<file path="src/rtl/multdiv_ctrl_if.sv">
// ----------------------------------------------------------------------------
// multdiv_ctrl_if
//   Bundles every non-clock/reset signal of the multiply/divide controller:
//     pipeline issue side : ctrl_MULT, ctrl_DIV, data_operandA/B, rd_in
//     unit side           : unit_operandA/B, unit_ctrl_MULT/DIV,
//                           mult_/div_result, mult_/div_exception,
//                           mult_/div_resultRDY
//     writeback side      : data_result, data_exception, data_resultRDY, rd_out
//     pipeline control    : stall
//   slave  : the controller itself.
//   master : the surrounding pipeline plus the arithmetic units (or a bench).
// ----------------------------------------------------------------------------
interface multdiv_ctrl_if;
    // issue from pipeline
    logic        ctrl_MULT;
    logic        ctrl_DIV;
    logic [31:0] data_operandA;
    logic [31:0] data_operandB;
    logic [4:0]  rd_in;

    // to / from the arithmetic units
    logic [31:0] unit_operandA;
    logic [31:0] unit_operandB;
    logic        unit_ctrl_MULT;
    logic        unit_ctrl_DIV;
    logic [31:0] mult_result;
    logic [31:0] div_result;
    logic        mult_exception;
    logic        div_exception;
    logic        mult_resultRDY;
    logic        div_resultRDY;

    // back to pipeline
    logic        stall;
    logic [31:0] data_result;
    logic        data_exception;
    logic        data_resultRDY;
    logic [4:0]  rd_out;

    modport slave (
        input  ctrl_MULT, ctrl_DIV, data_operandA, data_operandB, rd_in,
        input  mult_result, div_result, mult_exception, div_exception,
        input  mult_resultRDY, div_resultRDY,
        output unit_operandA, unit_operandB, unit_ctrl_MULT, unit_ctrl_DIV,
        output stall, data_result, data_exception, data_resultRDY, rd_out
    );

    modport master (
        output ctrl_MULT, ctrl_DIV, data_operandA, data_operandB, rd_in,
        output mult_result, div_result, mult_exception, div_exception,
        output mult_resultRDY, div_resultRDY,
        input  unit_operandA, unit_operandB, unit_ctrl_MULT, unit_ctrl_DIV,
        input  stall, data_result, data_exception, data_resultRDY, rd_out
    );
endinterface

</file>
<file path="src/rtl/multdiv_ctrl.sv">
// ----------------------------------------------------------------------------
// multdiv_ctrl
//   Sequences a single multiply or divide operation between the pipeline and
//   the external multi-cycle mult/div units.
//
//   IDLE  : waits for an issue pulse (ctrl_MULT / ctrl_DIV).
//   START : one cycle; pulses the selected unit's start line.
//   WAIT  : waits for the selected unit's resultRDY, or aborts after TIMEOUT
//           cycles with data_exception = 1 and data_result = 0.
//   DONE  : one cycle; data_resultRDY = 1 with result, exception and rd_out.
//           A new issue seen here goes straight to START.
//
//   Ports
//     clock  : rising-edge clock
//     reset  : synchronous, active-high; returns to IDLE and clears outputs
//     bus    : multdiv_ctrl_if.slave (issue, unit and writeback signals)
//
//   Parameter
//     TIMEOUT : WAIT cycles allowed before abort (1..63, 6-bit counter)
// ----------------------------------------------------------------------------
module multdiv_ctrl #(
    parameter int TIMEOUT = 40
) (
    input  logic           clock,
    input  logic           reset,
    multdiv_ctrl_if.slave  bus
);

    localparam logic [1:0] ST_IDLE  = 2'd0;
    localparam logic [1:0] ST_START = 2'd1;
    localparam logic [1:0] ST_WAIT  = 2'd2;
    localparam logic [1:0] ST_DONE  = 2'd3;

    localparam logic [5:0] TIMEOUT_CNT = 6'(TIMEOUT);

    // ------------------------------------------------------------------
    // State
    // ------------------------------------------------------------------
    logic [1:0]  state_reg,   state_next;
    logic        op_mult_reg, op_mult_next;   // 1 = multiply, 0 = divide
    logic [31:0] opa_reg,     opa_next;
    logic [31:0] opb_reg,     opb_next;
    logic [4:0]  rd_reg,      rd_next;        // tag of the op in flight
    logic [5:0]  count_reg,   count_next;
    logic [31:0] result_reg,  result_next;
    logic        exc_reg,     exc_next;
    logic [4:0]  rd_out_reg,  rd_out_next;    // tag of the last reported op

    // ------------------------------------------------------------------
    // Helpers
    // ------------------------------------------------------------------
    logic        issue;
    logic        accept;
    logic        sel_rdy;
    logic        sel_exc;
    logic [31:0] sel_result;
    logic [5:0]  count_inc;
    logic        timeout_hit;

    assign issue  = bus.ctrl_MULT | bus.ctrl_DIV;

    // Issue is only honoured when no op is in flight.
    assign accept = issue && ((state_reg == ST_IDLE) || (state_reg == ST_DONE));

    // Only the unit that was started is listened to; the other unit's
    // handshake is ignored even if it fires.
    assign sel_rdy    = op_mult_reg ? bus.mult_resultRDY : bus.div_resultRDY;
    assign sel_exc    = op_mult_reg ? bus.mult_exception : bus.div_exception;
    assign sel_result = op_mult_reg ? bus.mult_result    : bus.div_result;

    // The counter is 0 in the first WAIT cycle, so aborting when the
    // incremented value reaches TIMEOUT gives exactly TIMEOUT WAIT cycles.
    assign count_inc   = count_reg + 6'd1;
    assign timeout_hit = (count_inc == TIMEOUT_CNT);

    // ------------------------------------------------------------------
    // Next-state logic
    // ------------------------------------------------------------------
    always_comb begin
        state_next   = state_reg;
        op_mult_next = op_mult_reg;
        opa_next     = opa_reg;
        opb_next     = opb_reg;
        rd_next      = rd_reg;
        count_next   = count_reg;
        result_next  = result_reg;
        exc_next     = exc_reg;
        rd_out_next  = rd_out_reg;

        case (state_reg)
            ST_IDLE, ST_DONE: begin
                state_next = accept ? ST_START : ST_IDLE;
            end

            ST_START: begin
                state_next = ST_WAIT;
                count_next = 6'd0;
            end

            ST_WAIT: begin
                count_next = count_inc;
                // RDY is tested first so a result arriving on the
                // timeout cycle is still delivered.
                if (sel_rdy) begin
                    result_next = sel_result;
                    exc_next    = sel_exc;
                    rd_out_next = rd_reg;
                    state_next  = ST_DONE;
                end else if (timeout_hit) begin
                    result_next = 32'd0;
                    exc_next    = 1'b1;
                    rd_out_next = rd_reg;
                    state_next  = ST_DONE;
                end
            end

            default: begin
                state_next = ST_IDLE;
            end
        endcase

        // Latch the new op. MULT has priority when both pulses arrive.
        // rd_out is separate from rd_reg so a DONE-cycle issue does not
        // disturb the tag being reported in that same cycle.
        if (accept) begin
            op_mult_next = bus.ctrl_MULT;
            opa_next     = bus.data_operandA;
            opb_next     = bus.data_operandB;
            rd_next      = bus.rd_in;
        end
    end

    // ------------------------------------------------------------------
    // Registers
    // ------------------------------------------------------------------
    always_ff @(posedge clock) begin
        if (reset) begin
            state_reg   <= ST_IDLE;
            op_mult_reg <= 1'b0;
            opa_reg     <= 32'd0;
            opb_reg     <= 32'd0;
            rd_reg      <= 5'd0;
            count_reg   <= 6'd0;
            result_reg  <= 32'd0;
            exc_reg     <= 1'b0;
            rd_out_reg  <= 5'd0;
        end else begin
            state_reg   <= state_next;
            op_mult_reg <= op_mult_next;
            opa_reg     <= opa_next;
            opb_reg     <= opb_next;
            rd_reg      <= rd_next;
            count_reg   <= count_next;
            result_reg  <= result_next;
            exc_reg     <= exc_next;
            rd_out_reg  <= rd_out_next;
        end
    end

    // ------------------------------------------------------------------
    // Outputs (decoded from registered state only)
    // ------------------------------------------------------------------
    assign bus.unit_operandA  = opa_reg;
    assign bus.unit_operandB  = opb_reg;
    assign bus.unit_ctrl_MULT = (state_reg == ST_START) &&  op_mult_reg;
    assign bus.unit_ctrl_DIV  = (state_reg == ST_START) && !op_mult_reg;
    assign bus.stall          = (state_reg == ST_START) || (state_reg == ST_WAIT);
    assign bus.data_resultRDY = (state_reg == ST_DONE);
    assign bus.data_result    = result_reg;
    assign bus.data_exception = exc_reg;
    assign bus.rd_out         = rd_out_reg;

endmodule

</file>
<file path="src/flat_wrapper.sv">
// flat-port wrapper written by rule: the top's interface ports become plain ports
module multdiv_ctrl_flat 
#(
    parameter int TIMEOUT = 40
)
  (clock, reset, bus_ctrl_MULT, bus_ctrl_DIV, bus_data_operandA, bus_data_operandB, bus_rd_in, bus_mult_result, bus_div_result, bus_mult_exception, bus_div_exception, bus_mult_resultRDY, bus_div_resultRDY, bus_unit_operandA, bus_unit_operandB, bus_unit_ctrl_MULT, bus_unit_ctrl_DIV, bus_stall, bus_data_result, bus_data_exception, bus_data_resultRDY, bus_rd_out);
  multdiv_ctrl_if bus_i ();
  input  logic clock;
  input  logic reset;
  input wire logic [$bits(bus_i.ctrl_MULT)-1:0] bus_ctrl_MULT;
  input wire logic [$bits(bus_i.ctrl_DIV)-1:0] bus_ctrl_DIV;
  input wire logic [$bits(bus_i.data_operandA)-1:0] bus_data_operandA;
  input wire logic [$bits(bus_i.data_operandB)-1:0] bus_data_operandB;
  input wire logic [$bits(bus_i.rd_in)-1:0] bus_rd_in;
  input wire logic [$bits(bus_i.mult_result)-1:0] bus_mult_result;
  input wire logic [$bits(bus_i.div_result)-1:0] bus_div_result;
  input wire logic [$bits(bus_i.mult_exception)-1:0] bus_mult_exception;
  input wire logic [$bits(bus_i.div_exception)-1:0] bus_div_exception;
  input wire logic [$bits(bus_i.mult_resultRDY)-1:0] bus_mult_resultRDY;
  input wire logic [$bits(bus_i.div_resultRDY)-1:0] bus_div_resultRDY;
  output wire logic [$bits(bus_i.unit_operandA)-1:0] bus_unit_operandA;
  output wire logic [$bits(bus_i.unit_operandB)-1:0] bus_unit_operandB;
  output wire logic [$bits(bus_i.unit_ctrl_MULT)-1:0] bus_unit_ctrl_MULT;
  output wire logic [$bits(bus_i.unit_ctrl_DIV)-1:0] bus_unit_ctrl_DIV;
  output wire logic [$bits(bus_i.stall)-1:0] bus_stall;
  output wire logic [$bits(bus_i.data_result)-1:0] bus_data_result;
  output wire logic [$bits(bus_i.data_exception)-1:0] bus_data_exception;
  output wire logic [$bits(bus_i.data_resultRDY)-1:0] bus_data_resultRDY;
  output wire logic [$bits(bus_i.rd_out)-1:0] bus_rd_out;
  assign bus_i.ctrl_MULT = bus_ctrl_MULT;
  assign bus_i.ctrl_DIV = bus_ctrl_DIV;
  assign bus_i.data_operandA = bus_data_operandA;
  assign bus_i.data_operandB = bus_data_operandB;
  assign bus_i.rd_in = bus_rd_in;
  assign bus_i.mult_result = bus_mult_result;
  assign bus_i.div_result = bus_div_result;
  assign bus_i.mult_exception = bus_mult_exception;
  assign bus_i.div_exception = bus_div_exception;
  assign bus_i.mult_resultRDY = bus_mult_resultRDY;
  assign bus_i.div_resultRDY = bus_div_resultRDY;
  assign bus_unit_operandA = bus_i.unit_operandA;
  assign bus_unit_operandB = bus_i.unit_operandB;
  assign bus_unit_ctrl_MULT = bus_i.unit_ctrl_MULT;
  assign bus_unit_ctrl_DIV = bus_i.unit_ctrl_DIV;
  assign bus_stall = bus_i.stall;
  assign bus_data_result = bus_i.data_result;
  assign bus_data_exception = bus_i.data_exception;
  assign bus_data_resultRDY = bus_i.data_resultRDY;
  assign bus_rd_out = bus_i.rd_out;
  multdiv_ctrl #(.TIMEOUT(TIMEOUT)) u_core (.clock(clock), .reset(reset), .bus(bus_i));
endmodule
</file>
<file path="config.mk">
export PLATFORM = sky130hd
export DESIGN_NAME = multdiv_ctrl_flat
export DESIGN_NICKNAME = d
export VERILOG_FILES = /design/src/rtl/multdiv_ctrl_if.sv /design/src/rtl/multdiv_ctrl.sv /design/src/flat_wrapper.sv
export SDC_FILE = /design/constraint.sdc
export NUM_CORES = 1
export LEC_CHECK = 0
export CORE_MARGIN = 8
export CORE_UTILIZATION = 30
export DETAILED_ROUTE_END_ITERATION = 6
export MAX_ROUTING_LAYER = met4
export PLACE_DENSITY = 0.66
export SYNTH_ARGS = -nofsm -noshare
export SYNTH_HDL_FRONTEND = slang
export SYNTH_SLANG_ARGS = --single-unit
</file>
<file path="constraint.sdc">
create_clock -name clock -period 1.95 [get_ports clock]
set_input_delay 0.39 -clock clock [delete_from_list [all_inputs] [get_ports clock]]
set_output_delay 0.39 -clock clock [all_outputs]
set_load 0.01 [all_outputs]
</file>
### After elaboration in Yosys (flattened, before gate mapping)

Index checks and enable logic that the tools add are counted.
Widths: inputs -> output; s select.

| storage, ports and cells | value |
|---|---|
| bits in registers | 116 |
| output and inout port bits | 106 |
| logic and storage cells | 41 |
| input bits | 141 |

| cells by class | value |
|---|---|
| equality and inequality tests | 5 |
| bitwise operators | 1 |
| reductions and logical operators | 11 |
| mux-type cells | 14 |
| add/subtract/negate cells | 1 |

Operator list:

| operator | count |
|---|---|
| $mux 32 | 3 |
| $pmux 6 s2 | 1 |
| $mux 5 | 2 |
| $add 6x1->6 const B | 1 |
| $eq 6x6->1 const B | 1 |
| $pmux 2 s3 | 1 |
| $mux 1 | 5 |
| $eq 2x2->1 const B | 2 |
| $mux 2 | 2 |
| $reduce_bool 2->1 | 2 |
| $logic_and 1x1->1 | 3 |
| $ne 3x1->1 const B | 1 |
| $eq 2x1->1 const B | 1 |
| $logic_not 2->1 | 1 |
| $logic_or 1x1->1 | 2 |
| $reduce_and 2->1 | 1 |
| $reduce_or 2->1 | 1 |
| $logic_not 1->1 | 1 |
| $or 1x1->1 | 1 |

### Longest topological paths before layout

| logic depth | value |
|---|---|
| depth after elaboration | 5 |
| depth in mapped cells | 8 |
| gate-level depth less buffers | 6 |

### Least setup slack after synthesis

No wires, ideal clock.

| path | value |
|---|---|
| kind | reg2reg |
| from | register u_core.state_reg[0] |
| to | register u_core.count_reg[5] |
| clock period less this slack | 1.728 ns |
| data arrival time | 1.659 ns |
| library setup time | 0.070 ns |
| path buffers | 1 |
| stages on the path, launching flop included | 7 |
| slack | 0.222 ns |
| required time | 1.880 ns |
| cell sequence | dfxtp_1 -> inv_1 -> ha_1 -> clkbuf_1 -> nand2b_1 -> or4_1 -> a21oi_1 |

| on the way | value |
|---|---|
| cells in the longest elaborated chain, start to end | 2 |
| elaborated cells on any way between the ends | 4 |
| classes of those cells | 2 x eq/ne; 1 x mux; 1 x reduce/logical |

Ends and longest elaborated chain:

| item | RTL line | text |
|---|---|---|
| start: declaration | multdiv_ctrl.sv:39 | `logic [1:0] state_reg, state_next;` |
| start signal: assignment | multdiv_ctrl.sv:148 | `state_reg <= state_next;` |
| $eq 2x2->1 or $eq 2x1->1 (tied branches) | multdiv_ctrl.sv:90 | `case (state_reg)` |
| $pmux 6 s2 or $reduce_bool 2->1 (tied branches) | n/a |  |
| end signal: assignment | multdiv_ctrl.sv:153 | `count_reg <= count_next;` |
| end: declaration | multdiv_ctrl.sv:44 | `logic [5:0] count_reg, count_next;` |

Parallel ways exist; a longest one is shown, timed or not.
A chain may end at the register's enable or synchronous reset.

### Worst setup path in the final report

| path | value |
|---|---|
| from | register u_core.state_reg[1] |
| to | output bus_unit_ctrl_MULT |

| on the way | value |
|---|---|
| cells in the longest elaborated chain, start to end | 2 |

Ends and longest elaborated chain:

| item | RTL line | text |
|---|---|---|
| $eq 2x1->1 | multdiv_ctrl.sv:165 | `assign bus.unit_ctrl_MULT = (state_reg == ST_START) && op_mult_reg;` |
| $logic_and 1x1->1 | multdiv_ctrl.sv:165 |  |
| end: declaration | flat_wrapper.sv:23 | `output wire logic [$bits(bus_i.unit_ctrl_MULT)-1:0] bus_unit_ctrl_MULT;` |

No other way between the ends.

==> summary.md <==
| Metric | Value |
|---|---|
| Final Skew | `0.008493 ns` |
| Clock network fraction of total power | `0.286` |
| Post-CTS Setup Bufs | `0` |
| Clock buffer count from CTS | `17` |
| VDD IR max | `0.0006722 V` |
| Syn. warnings | `0` |
| Worst-case clock buffer depth | `2` |
| Worst rel slew slack | `0.6623` |
| Startpoint Class | `flop` |
| Tmin final | `1.844 ns` |
| Grt ovf | `0` |
| Largest net degree at the start of global routing | `53` |
| Port Buffers | `246` |
| Maximum level of the CTS H-tree | `4` |
| Wire per inst | `15.53 µm` |
| Critical path type | `flop to primary output` |
| P per Cell Area | `1260 mW/mm²` |
| Slowest stage cell, crit path | `dfxtp_2` |
| Post-synth ARST share | `0` |
| Maxcap violations | `0` |
| Routed Antenna Nets | `0` |
| First-pass GRT wire length | `23320 µm` |
| DR DRC count | `0` |
| All-Layer GR Usage | `0.1506` |
| Cell variety after synth | `33` |
| Row cnt | `45` |
| Status | `finished clean` |
| Switching pwr | `0.003263 W` |
| Synth Cell Area | `0.004692 mm²` |
| Inserted Diodes | `0` |
| Final WS setup | `0.1064 ns` |
| Unrepaired setup endpoints after global routing | `no` |
| Vias/cell | `4.472` |
| Final period util | `0.9455` |
| Core area | `0.01526 mm²` |
| Post-route setup TNS | `0 ns` |
| EDFF count, synth | `0` |
| DR pass1 iterations | `4` |
| Nets | `888` |
| Critical Path End Type | `primary output` |
| Hold Vio Cnt, Final | `0` |
| DRT iter0 DRCs | `130` |
| Vias | `4315` |
| Vias in the first global route | `4480` |
| Share of cells above drive strength 1 | `0.1074` |
| I/O pin count | `247` |
| Util after Layout | `0.5219` |
| Sequential power share | `0.327` |
| Worst slew pin tran | `0.5066 ns` |
| DIE HEIGHT | `141.1 µm` |
| Synthesized netlist net count | `646` |
| Avg Synthesized Cell Area | `9.365 µm²` |
| Combinational Power Share | `0.387` |
| Leak pwr | `2.967 nW` |
| HPWL Detailed | `11660 µm` |
| Skew-Pair Late Insertion Delay | `0.41 ns` |
| Prevailing post-synth register cell | `dfxtp_1` |
| Clock sinks | `116` |
| CTS tree | `built` |
| Int Power | `0.006768 W` |
| Pre-CTS WS | `0.01680 ns` |
| Yosys reg bits | `116` |
| Most common cell after layout, fill and taps aside | `clkdlybuf4s50_1` |
| Final Max Tran Viols | `0` |
| Min-Delay Path Class | `primary input to flop` |
| Initial Util | `0.3075` |
| Clock slew at reported path FFs | `0.05 ns` |
| DIE WIDTH | `141.1 µm` |
| Die ar. | `0.01990 mm²` |
| Area of the multi-input gates | `0.002201 mm²` |
| Slowest stage delay, CP | `0.34 ns` |
| WP data arrival | `1.45 ns` |
| Routability cong. | `0.8444` |
| Critical Path RT | `1.56 ns` |
| CP cell instances | `inv_1, ha_1, and2_1, dlygate4sd2_1` |
| Filler instances | `1410` |
| Most frequent cells in the layout | `241 x clkdlybuf4s50_1, 146 x nand2_1, 114 x dfxtp_1` |
| # setup viols final | `0` |
| Register area share after synthesis | `0.4949` |
| Layout area overhead | `69.71%` |
| Final wirelength | `14980 µm` |
| Crit-path max FO | `3` |
| Pwr Total | `0.01003 W` |
| Fmax achieved | `542.4 MHz` |
| Initial antenna violation count | `0` |
| FF+latch area | `0.002325 mm²` |
| Switch share | `0.3253` |
| Clock Root Buffer | `clkbuf_16` |
| Syn Inst Count | `501` |
repair_timing:
action                     in CTS  in global routing
gates resized for setup         5                  2
gates cloned                    0                  0
setup endpoints to repair       4                  3
hold buffers                    0                  0
through the flow:
stage | cells | area [µm²] | hold slack [ns]
floorplan | 501 | 4692 | 0.4368
global placement | 935 | 7425 | 0.4413
detailed placement | 935 | 7425 | 0.4472
CTS | 965 | 7966 | 0.3567
global route | 965 | 7963 | 0.3881
finish | 965 | 7963 | 0.3821
layer usage:
metal	track usage	wire length, µm
met2	0.2358	6801
met4	0.04751	174
met3	0.07495	1621
met5	-	0
met1	0.1649	6388
worst max-delay path, delay by kind of cell, from the launching register on:
kind                     cells  cell delay (ns)
AND/OR/NAND/NOR              1             0.16
flip-flops                   1             0.34
adder cells (fa/ha/maj)      1             0.21
buffers and inverters        2             0.34
final timing paths:
check / depth (start not counted) / end / from / slack, ns
setup / recovery: 4 / bus_unit_ctrl_MULT / u_core.state_reg[1]$_SDFFE_PP0P_ / 0.11
hold / removal: 3 / u_core.count_reg[2]$_SDFFE_PP0P_ / reset / 0.38
setup reg to reg: 6 / u_core.bus.data_result[2]$_SDFFE_PP0P_ / u_core.state_reg[0]$_SDFFE_PP0P_ / 0.28
hold reg to reg: 2 / u_core.bus.unit_operandB[20]$_SDFFE_PP0P_ / u_core.bus.unit_operandB[20]$_SDFFE_PP0P_ / 0.45
power by group through the flow:
| stage | registers (W) | logic, W | clock network [W] |
|---|---|---|---|
| finish | 0.00328 | 0.00388 | 0.00287 |
| global route | 0.00335 | 0.00423 | 0.00307 |
| CTS | 0.00329 | 0.00397 | 0.00296 |
| detailed placement | 0.00333 | 0.00398 | 0 |
| global placement | 0.00330 | 0.00393 | 0 |
| floorplan | 0.00350 | 0.00173 | 0 |
cell usage after synthesis (3+ instances only):
cell type  instances  area (µm²)
ha_1               4       50.05
nor2_1            10       37.54
buf_6              4       45.04
buf_2              8       40.04
nand2b_1          12       75.07
inv_1              3       11.26
buf_1              4       15.01
dfxtp_1          116        2322
mux2i_1           38       380.4
nand2_1          146       548.0
clkbuf_1          21       78.83
o2bb2ai_2         30       450.4
a21oi_1           77       385.4
kinds of logic after synthesis:
family | synth area share
DFF | 0.4949
buffers and inverters | 0.04053
adders and majority gates | 0.01067
muxes | 0.09546
AOI/OAI and AO/OA | 0.1995
and+or+nand+nor | 0.1589
area by class of cell:
cell class / count / share of cell area
Timing Repair Buffer: 260 / 0.3286
Sequential cell: 116 / 0.2920
Multi-Input combinational cell: 345 / 0.2764
Clock buffer: 25 / 0.06222
Tap cell: 211 / 0.03316
Clock inverter: 5 / 0.006285
Inverter: 3 / 0.001414
No activity file was read; power rests on OpenSTA's default activity.
